`src/rtl/key_exp_ctrl.sv`:
```
// Sequencer for the byte-serial AES-128 key-expansion datapath: user-key load, round shifts, rcon and round-key writes.
// Optional abort input is enabled by defining KEY_EXP_ABORT_EN.
module key_exp_ctrl #(
  parameter int         NUM_ROUNDS  = 10,
  parameter int         WORD_ADDR_W = 6,
  parameter logic [7:0] RCON_INIT   = 8'h01
) (
  input  logic                   gated_clk_ff,
  input  logic                   rst,
  input  logic                   start,
  input  logic                   user_key_valid,
`ifdef KEY_EXP_ABORT_EN
  input  logic                   abort,
`endif
  output logic                   user_key_ready,
  output logic                   en_key_exp,
  output logic                   key_selector,
  output logic                   rcon_sel,
  output logic                   key_gen_sel,
  output logic [7:0]             rcon_output,
  output logic                   key_mem_we,
  output logic [WORD_ADDR_W-1:0] key_mem_addr,
  output logic                   busy,
  output logic                   done
);

  // Round counter must reach NUM_ROUNDS+1 after the final increment.
  localparam int                ROUND_W    = $clog2(NUM_ROUNDS + 2);
  localparam logic [ROUND_W-1:0] LAST_ROUND = ROUND_W'(NUM_ROUNDS);

  typedef enum logic [1:0] {
    S_IDLE,
    S_LOAD,
    S_EXPAND,
    S_DONE
  } state_t;

  state_t               r_state;
  state_t               w_next_state;
  logic [3:0]           r_byte_cnt;
  logic [ROUND_W-1:0]   r_round_cnt;
  logic [7:0]           r_rcon;
  logic                 r_we;
  logic [WORD_ADDR_W-1:0] r_addr;

  logic                 w_abort;
  logic                 w_last_byte;
  logic                 w_last_round;
  logic                 w_word_done;
  logic [ROUND_W+1:0]   w_word_addr;

  function automatic logic [7:0] xtime(input logic [7:0] v);
    return {v[6:0], 1'b0} ^ (v[7] ? 8'h1B : 8'h00);
  endfunction

`ifdef KEY_EXP_ABORT_EN
  assign w_abort = abort & ((r_state == S_LOAD) | (r_state == S_EXPAND));
`else
  assign w_abort = 1'b0;
`endif

  assign w_last_byte  = (r_byte_cnt == 4'd15);
  assign w_last_round = (r_round_cnt == LAST_ROUND);
  assign w_word_done  = en_key_exp & (r_byte_cnt[1:0] == 2'b11);
  assign w_word_addr  = {r_round_cnt, r_byte_cnt[3:2]};

  assign rcon_output  = r_rcon;
  assign key_mem_we   = r_we;
  assign key_mem_addr = r_addr;

  always_ff @(posedge gated_clk_ff or posedge rst) begin
    if (rst) begin
      r_state <= S_IDLE;
    end else begin
      r_state <= w_next_state;
    end
  end

  always_comb begin
    w_next_state   = r_state;
    user_key_ready = 1'b0;
    en_key_exp     = 1'b0;
    key_selector   = 1'b0;
    rcon_sel       = 1'b0;
    key_gen_sel    = 1'b0;
    busy           = 1'b0;
    done           = 1'b0;
    case (r_state)
      S_IDLE: begin
        if (start) begin
          w_next_state = S_LOAD;
        end
      end
      S_LOAD: begin
        busy           = 1'b1;
        user_key_ready = 1'b1;
        en_key_exp     = user_key_valid & ~w_abort;
        if (en_key_exp && w_last_byte) begin
          w_next_state = S_EXPAND;
        end
      end
      S_EXPAND: begin
        busy         = 1'b1;
        key_selector = 1'b1;
        en_key_exp   = ~w_abort;
        key_gen_sel  = (r_byte_cnt < 4'd4);
        rcon_sel     = (r_byte_cnt == 4'd0);
        if (w_last_byte && w_last_round) begin
          w_next_state = S_DONE;
        end
      end
      S_DONE: begin
        done         = 1'b1;
        w_next_state = S_IDLE;
      end
      default: begin
        w_next_state = S_IDLE;
      end
    endcase
    // Abort wins over any transition decided above.
    if (w_abort) begin
      w_next_state = S_IDLE;
    end
  end

  always_ff @(posedge gated_clk_ff or posedge rst) begin
    if (rst) begin
      r_byte_cnt  <= 4'd0;
      r_round_cnt <= '0;
      r_rcon      <= RCON_INIT;
    end else if (w_abort) begin
      r_byte_cnt  <= 4'd0;
      r_round_cnt <= '0;
      r_rcon      <= RCON_INIT;
    end else begin
      case (r_state)
        S_IDLE: begin
          if (start) begin
            r_byte_cnt  <= 4'd0;
            r_round_cnt <= '0;
            r_rcon      <= RCON_INIT;
          end
        end
        S_LOAD: begin
          if (en_key_exp) begin
            r_byte_cnt <= r_byte_cnt + 4'd1;
            if (w_last_byte) begin
              r_round_cnt <= ROUND_W'(1);
            end
          end
        end
        S_EXPAND: begin
          r_byte_cnt <= r_byte_cnt + 4'd1;
          if (w_last_byte) begin
            r_rcon      <= xtime(r_rcon);
            r_round_cnt <= r_round_cnt + ROUND_W'(1);
          end
        end
        default: begin
          r_byte_cnt <= r_byte_cnt;
        end
      endcase
    end
  end

  // A word write trails its completing shift by one cycle; the last one lands in DONE.
  always_ff @(posedge gated_clk_ff or posedge rst) begin
    if (rst) begin
      r_we   <= 1'b0;
      r_addr <= '0;
    end else begin
      r_we <= w_word_done;
      if (w_word_done) begin
        r_addr <= WORD_ADDR_W'(w_word_addr);
      end
    end
  end

endmodule
```
`config.mk`:
```
export PLATFORM = sky130hd
export DESIGN_NAME = key_exp_ctrl
export DESIGN_NICKNAME = d
export VERILOG_FILES = /design/src/rtl/key_exp_ctrl.sv
export SDC_FILE = /design/constraint.sdc
export NUM_CORES = 1
export LEC_CHECK = 0
export BUFFER_PORTS_ARGS = -buffer_cell sky130_fd_sc_hd__clkbuf_2
export CAP_MARGIN = 20
export CORE_ASPECT_RATIO = 1.2
export CORE_MARGIN = 3
export CORE_UTILIZATION = 54
export CTS_CLUSTER_DIAMETER = 50
export DETAILED_ROUTE_END_ITERATION = 8
export GPL_TIMING_DRIVEN = 0
export PLACE_DENSITY_LB_ADDON = 0.1
export SETUP_SLACK_MARGIN = 0.1
export SLEW_MARGIN = 40
export SYNTH_ARGS = -nofsm -noshare
export SYNTH_HDL_FRONTEND = slang
export SYNTH_SLANG_ARGS = --single-unit
```
`constraint.sdc`:
```
create_clock -name gated_clk_ff -period 2 [get_ports gated_clk_ff]
set_clock_uncertainty 0.15 [all_clocks]
set_input_delay 0.1 -clock gated_clk_ff [delete_from_list [all_inputs] [get_ports gated_clk_ff]]
set_output_delay 0.1 -clock gated_clk_ff [all_outputs]
set_load 0.01 [all_outputs]
```
=== After elaboration in Yosys (flattened, before gate mapping) ===
Cells that the tools add are included.

* Bits in registers: 25
* Bits in latches: 0
* Memory bits (writable): 0
* Memory bits (read-only): 0
* Input port bits: 4
* Output and inout port bits: 22
* Logic and storage cells: 56
* Memories: 0

* $add $sub $neg: 2
* $mul: 0
* Div/mod/pow operators: 0
* Magnitude comparators: 1
* Eq/ne operators: 12
* Shift operators: 0
* Multiplexer cells: 22
* Bitwise operators: 2
* Reductions and logical operators: 11

{| class="wikitable"
|+ Operator list
! kind !! number
|-
| $pmux W4 S3 || 2
|-
| $mux W4 || 5
|-
| $mux W8 || 2
|-
| $pmux W8 S2 || 1
|-
| $ne A2 B2 Y1 const B || 6
|-
| $reduce_and A3 Y1 || 3
|-
| $add A4 B1 Y4 const B || 2
|-
| $eq A4 B4 Y1 const B || 2
|-
| $pmux W2 S4 || 1
|-
| $xor A8 B5 Y8 || 1
|-
| $eq A2 B2 Y1 const B || 3
|-
| $mux W1 || 6
|-
| $mux W2 || 3
|-
| $mux W5 || 1
|-
| $reduce_and A5 Y1 || 1
|-
| $logic_not A4 Y1 || 1
|-
| $lt A4 B3 Y1 const B || 1
|-
| $reduce_bool A3 Y1 || 1
|-
| $eq A2 B1 Y1 const B || 1
|-
| $logic_and A1 B1 Y1 || 2
|-
| $logic_not A2 Y1 || 1
|-
| $pmux W1 S2 || 1
|-
| $reduce_bool A2 Y1 || 1
|-
| $reduce_or A2 Y1 || 1
|-
| $and A1 B1 Y1 || 1
|}

=== Longest topological paths before layout ===
* Word-level depth: 4
* Mapped depth: 7
* Depth with buffers taken out: 6

=== Least setup slack after synthesis ===
Ideal clock, no wire load.

* Path type: reg2reg
* Start: register r_state[0]
* End: register r_addr[0], in the netlist key_mem_addr[0]
* Library setup time: 0.125 ns
* Arrival time: 1.662 ns
* Required time: 1.725 ns
* Setup slack: 0.063 ns
* Stages on the path, launching flop included: 7
* Path buffers: 0
* Clock period less this slack: 1.937 ns
* Cells stage by stage: dfrtp_1 > inv_1 > ha_1 > inv_1 > nor2_1 > nand2_1 > mux2_2

* Longest elaborated chain between the ends: 3
* Elaborated cells on any way between the ends: 4
* Classes of those cells: eq/ne (2); mux (1); bitwise (1)

{| class="wikitable"
|+ RTL lines
! what !! RTL line !! text
|-
| start, declared || 38 || <nowiki>state_t r_state;</nowiki>
|-
| start signal, assigned || 75 || <nowiki>r_state <= w_next_state;</nowiki>
|-
| $eq A2 B2 Y1 or $eq A2 B1 Y1 (tied branches) || 88 || <nowiki>case (r_state)</nowiki>
|-
| $pmux W1 S2 * || 88 ||
|-
| via en_key_exp || 16 || <nowiki>output logic en_key_exp,</nowiki>
|-
| $and A1 B1 Y1 * || 64 || <nowiki>assign w_word_done = en_key_exp & (r_byte_cnt[1:0] == 2'b11);</nowiki>
|-
| end signal, assigned || 174 || <nowiki>r_addr <= WORD_ADDR_W'(w_word_addr);</nowiki>
|-
| end, declared || 44 || <nowiki>logic [WORD_ADDR_W-1:0] r_addr;</nowiki>
|}

The timed path passes the listed nets; every way through them passes the cells marked *.
A chain may end at the register's enable or synchronous reset.

=== Final worst setup path ===
* Start: register r_state[0]
* End: output rcon_sel

* Longest elaborated chain between the ends: 2

{| class="wikitable"
|+ RTL lines
! what !! RTL line !! text
|-
| $eq A2 B2 Y1 || 88 ||
|-
| $mux W1 || 88 ||
|-
| end, declared || 18 || <nowiki>output logic rcon_sel,</nowiki>
|}

Every way passes these cells.

==> metrics.cfg <==
[yosys]
synthArstFlopShare_pct = 100
synth_cell_types = 37
ys.warnings.count = 0
synth_fa_ha_area_share_pct = 8.40
synth_compound_area_share_pct = 15.4
netlist_instances = 133
synth-seq-area-share_pct = 46.7
synth_mux_area_share_pct = 6.62
synth_nets = 146
synth_ff_type = dfrtp_1
synth_seq_cells = 25
syn_area_um2 = 1340
synth_edf_count = 0
synthSimpleGateAreaFrac_pct = 16.4
synth_top_family_by_area = simple AND/OR/NAND/NOR gates
avgSynthCellArea_um2 = 10.1
synth_xor_area_share_pct = 1.96

[route]
route.detailed.drc = 0
post_drt_wl_per_cell_um = 15.5
via_per_inst = 5.56
drt_wl_total_um = 3220
drt_pass1_iterations = 4
vias = 1156
drtAntennaViolNets = 0
drt-initial-drc-count = 29

[clock_tree]
clk_latency_ns = 0.33
clk_pin_slew_ns = 0.15
cts_tree = built
h-tree-depth = 1
clock_tree.buffer_depth = 2
cts_sinks = 25
cts_buffers = 3
cts_root_buf = clkbuf_4

[sta]
worst_pin_slew_ns = 0.521
finalHoldViolCount = 0
min_period_ns = 1.91
period_share_pct = 95.7
relSlewSlack_pct = 65.2
final_max_slew_viol_count = 0
fmaxAchievable_mhz = 523
setup_viol = 0
tns_ns = 0
rsz0062_at_grt = true

[pwr]
p_leak_nw = 0.900
power_density_nw_per_um2 = 1650
p_total_mw = 2.97
ir_worst_vdd_mv = 1.73

[floorplan]
start_util_pct = 57.6
die_x_um = 51.5
num_rows = 19
core_region_area_um2 = 2330
die_h_um = 60.6
die_area_um2 = 3120
num_io_pins = 26

[final_layout]
drive_above_1_share_pct = 44.6
antennaDiodeCount = 0
fin_util_pct = 77.4
area_growth_pct = 34.4
fin_nets = 191
fillerInstances = 160

[worst_hold_path]
hp-class = in2reg

[critical_path]
worst-setup-path-type = reg2out
arrival_ns = 1.66
cp_data_required_time_ns = 1.75
end_kind = output port
path_max_fanout = 5
worstSetupStartpointType = register

[global_route]
grt_pass1_wl_um = 4580
grt_pass1_vias = 1051
grt_usage_pct = 19.6
antenna_found_initial = 0
grt_max_degree = 26
gr-total-overflow = 0

[placed_design]
place.gp.congestion = 0.861
numPortBuffers = 25
dp_hpwl_um = 1970

[run_status]
status = completed

[run]
maxCapViolCount = 0

==> sequential cells by signal, indices dropped and copies added (netlist names) <==
name / count
r_state: 2
rcon_output: 8
key_mem_we: 1
key_mem_addr: 6
r_byte_cnt: 4
r_round_cnt: 4
==> layout make-up <==
class                   instances  area, um2  area share [%]
inverters                      10       40.0            2.22
multi-input cells              95        772            42.8
clock inverters                 1       7.51           0.416
clock buffers                   3       22.5            1.25
flip-flops and latches         25        629            34.9
well taps                      31       38.8            2.15
repair buffers                 40        262            14.5
plain buffers                   3       31.3            1.73
==> where the power goes <==
group / total (mW) / internal [mW] / switching [mW]
clock network: 0.240 / 0.0766 / 0.163
logic: 1.88 / 0.919 / 0.959
registers: 0.852 / 0.669 / 0.183
total: 2.97 / 1.66 / 1.31
==> routing by layer <==
layer  wire (um)  vias up  GRT usage [%]
met2        1750       30           35.8
met5           0        -              0
met1        1300      572           23.5
met4          38        0           7.87
li1            -      549              -
met3         126        5           2.21
==> critical path, cell delays in order (launching register included) <==
cell     delay (ns)
dfrtp_2        0.49
inv_4          0.10
ha_4           0.17
buf_8          0.12
nor3b_4        0.19
and2_1         0.14
buf_2          0.12
==> cell families after synthesis <==
logic type	count (synthesis)
AO/OA/AOI/OAI	28
XOR/XNOR	3
adder cells (fa/ha/maj)	9
buffers and inverters	13
flip-flops	25
multiplexers	8
AND/OR/NAND/NOR	47
==> worst paths after layout <==
check                               startpoint             end  slack (ns)  cells after the start
worst max-delay path                r_state[0]        rcon_sel        0.09                      6
worst min-delay path            user_key_valid      r_state[0]         0.1                      4
worst max register to register      r_state[1]  r_round_cnt[2]        0.13                      7
worst min register to register  rcon_output[0]  rcon_output[0]        0.36                      2
max in group asynchronous                  rst   r_byte_cnt[0]        1.14                      3
min in group asynchronous                  rst  r_round_cnt[3]        0.18                      3
==> through the flow <==
step | cells | worst slack (ns) | instance area, um2 | hold slack (ns)
floorplan | 133 | 0.119 | 1350 | -0.0234
global placement | 189 | 0.0929 | 1510 | 0.154
detailed placement | 189 | 0.00151 | 1510 | 0.000443
CTS | 197 | 0.0690 | 1610 | 0.111
global route | 208 | 0.0128 | 1800 | 0.116
finish | 208 | 0.0870 | 1800 | 0.0975
==> layout by cell type, fill, tap and decap left out, types with 2 or more instances in the layout <==
cell,instances
nor2b_1,2
o21ai_2,2
xor2_1,3
dfrtp_1,22
nand2_1,23
a22oi_1,2
o21ai_0,4
nor3_1,2
a21oi_1,2
nor2_1,3
o41ai_2,2
ha_4,4
clkbuf_2,25
ha_1,4
nand3_1,5
buf_6,2
dfrtp_2,2
buf_4,12
clkbuf_4,3
inv_1,7
o21ai_1,9
inv_2,2
mux2_2,6
==> synthesized netlist by cell type (all sizes together), types with 3 or more instances <==
library cell / instances / area share [%]
o21ai: 15 / 6.2
nand2: 24 / 6.7
mux2: 7 / 5.9
dfrtp: 24 / 45
nand3: 6 / 2.6
xor2: 3 / 2.0
nor2b: 3 / 1.4
nor2: 4 / 1.1
ha: 9 / 8.4
inv: 10 / 2.8
==> timing repair <==
item | in CTS | in global routing
gates resized for setup | 10 | 28
buffers inserted | 3 | 10
endpoints found under the hold margin | 25 | 0
pin swaps | 1 | 6
hold buffers | 1 | 0
cloned | 0 | 1
setup endpoints to repair | 12 | 25
Power figures use the tool's default switching activity.
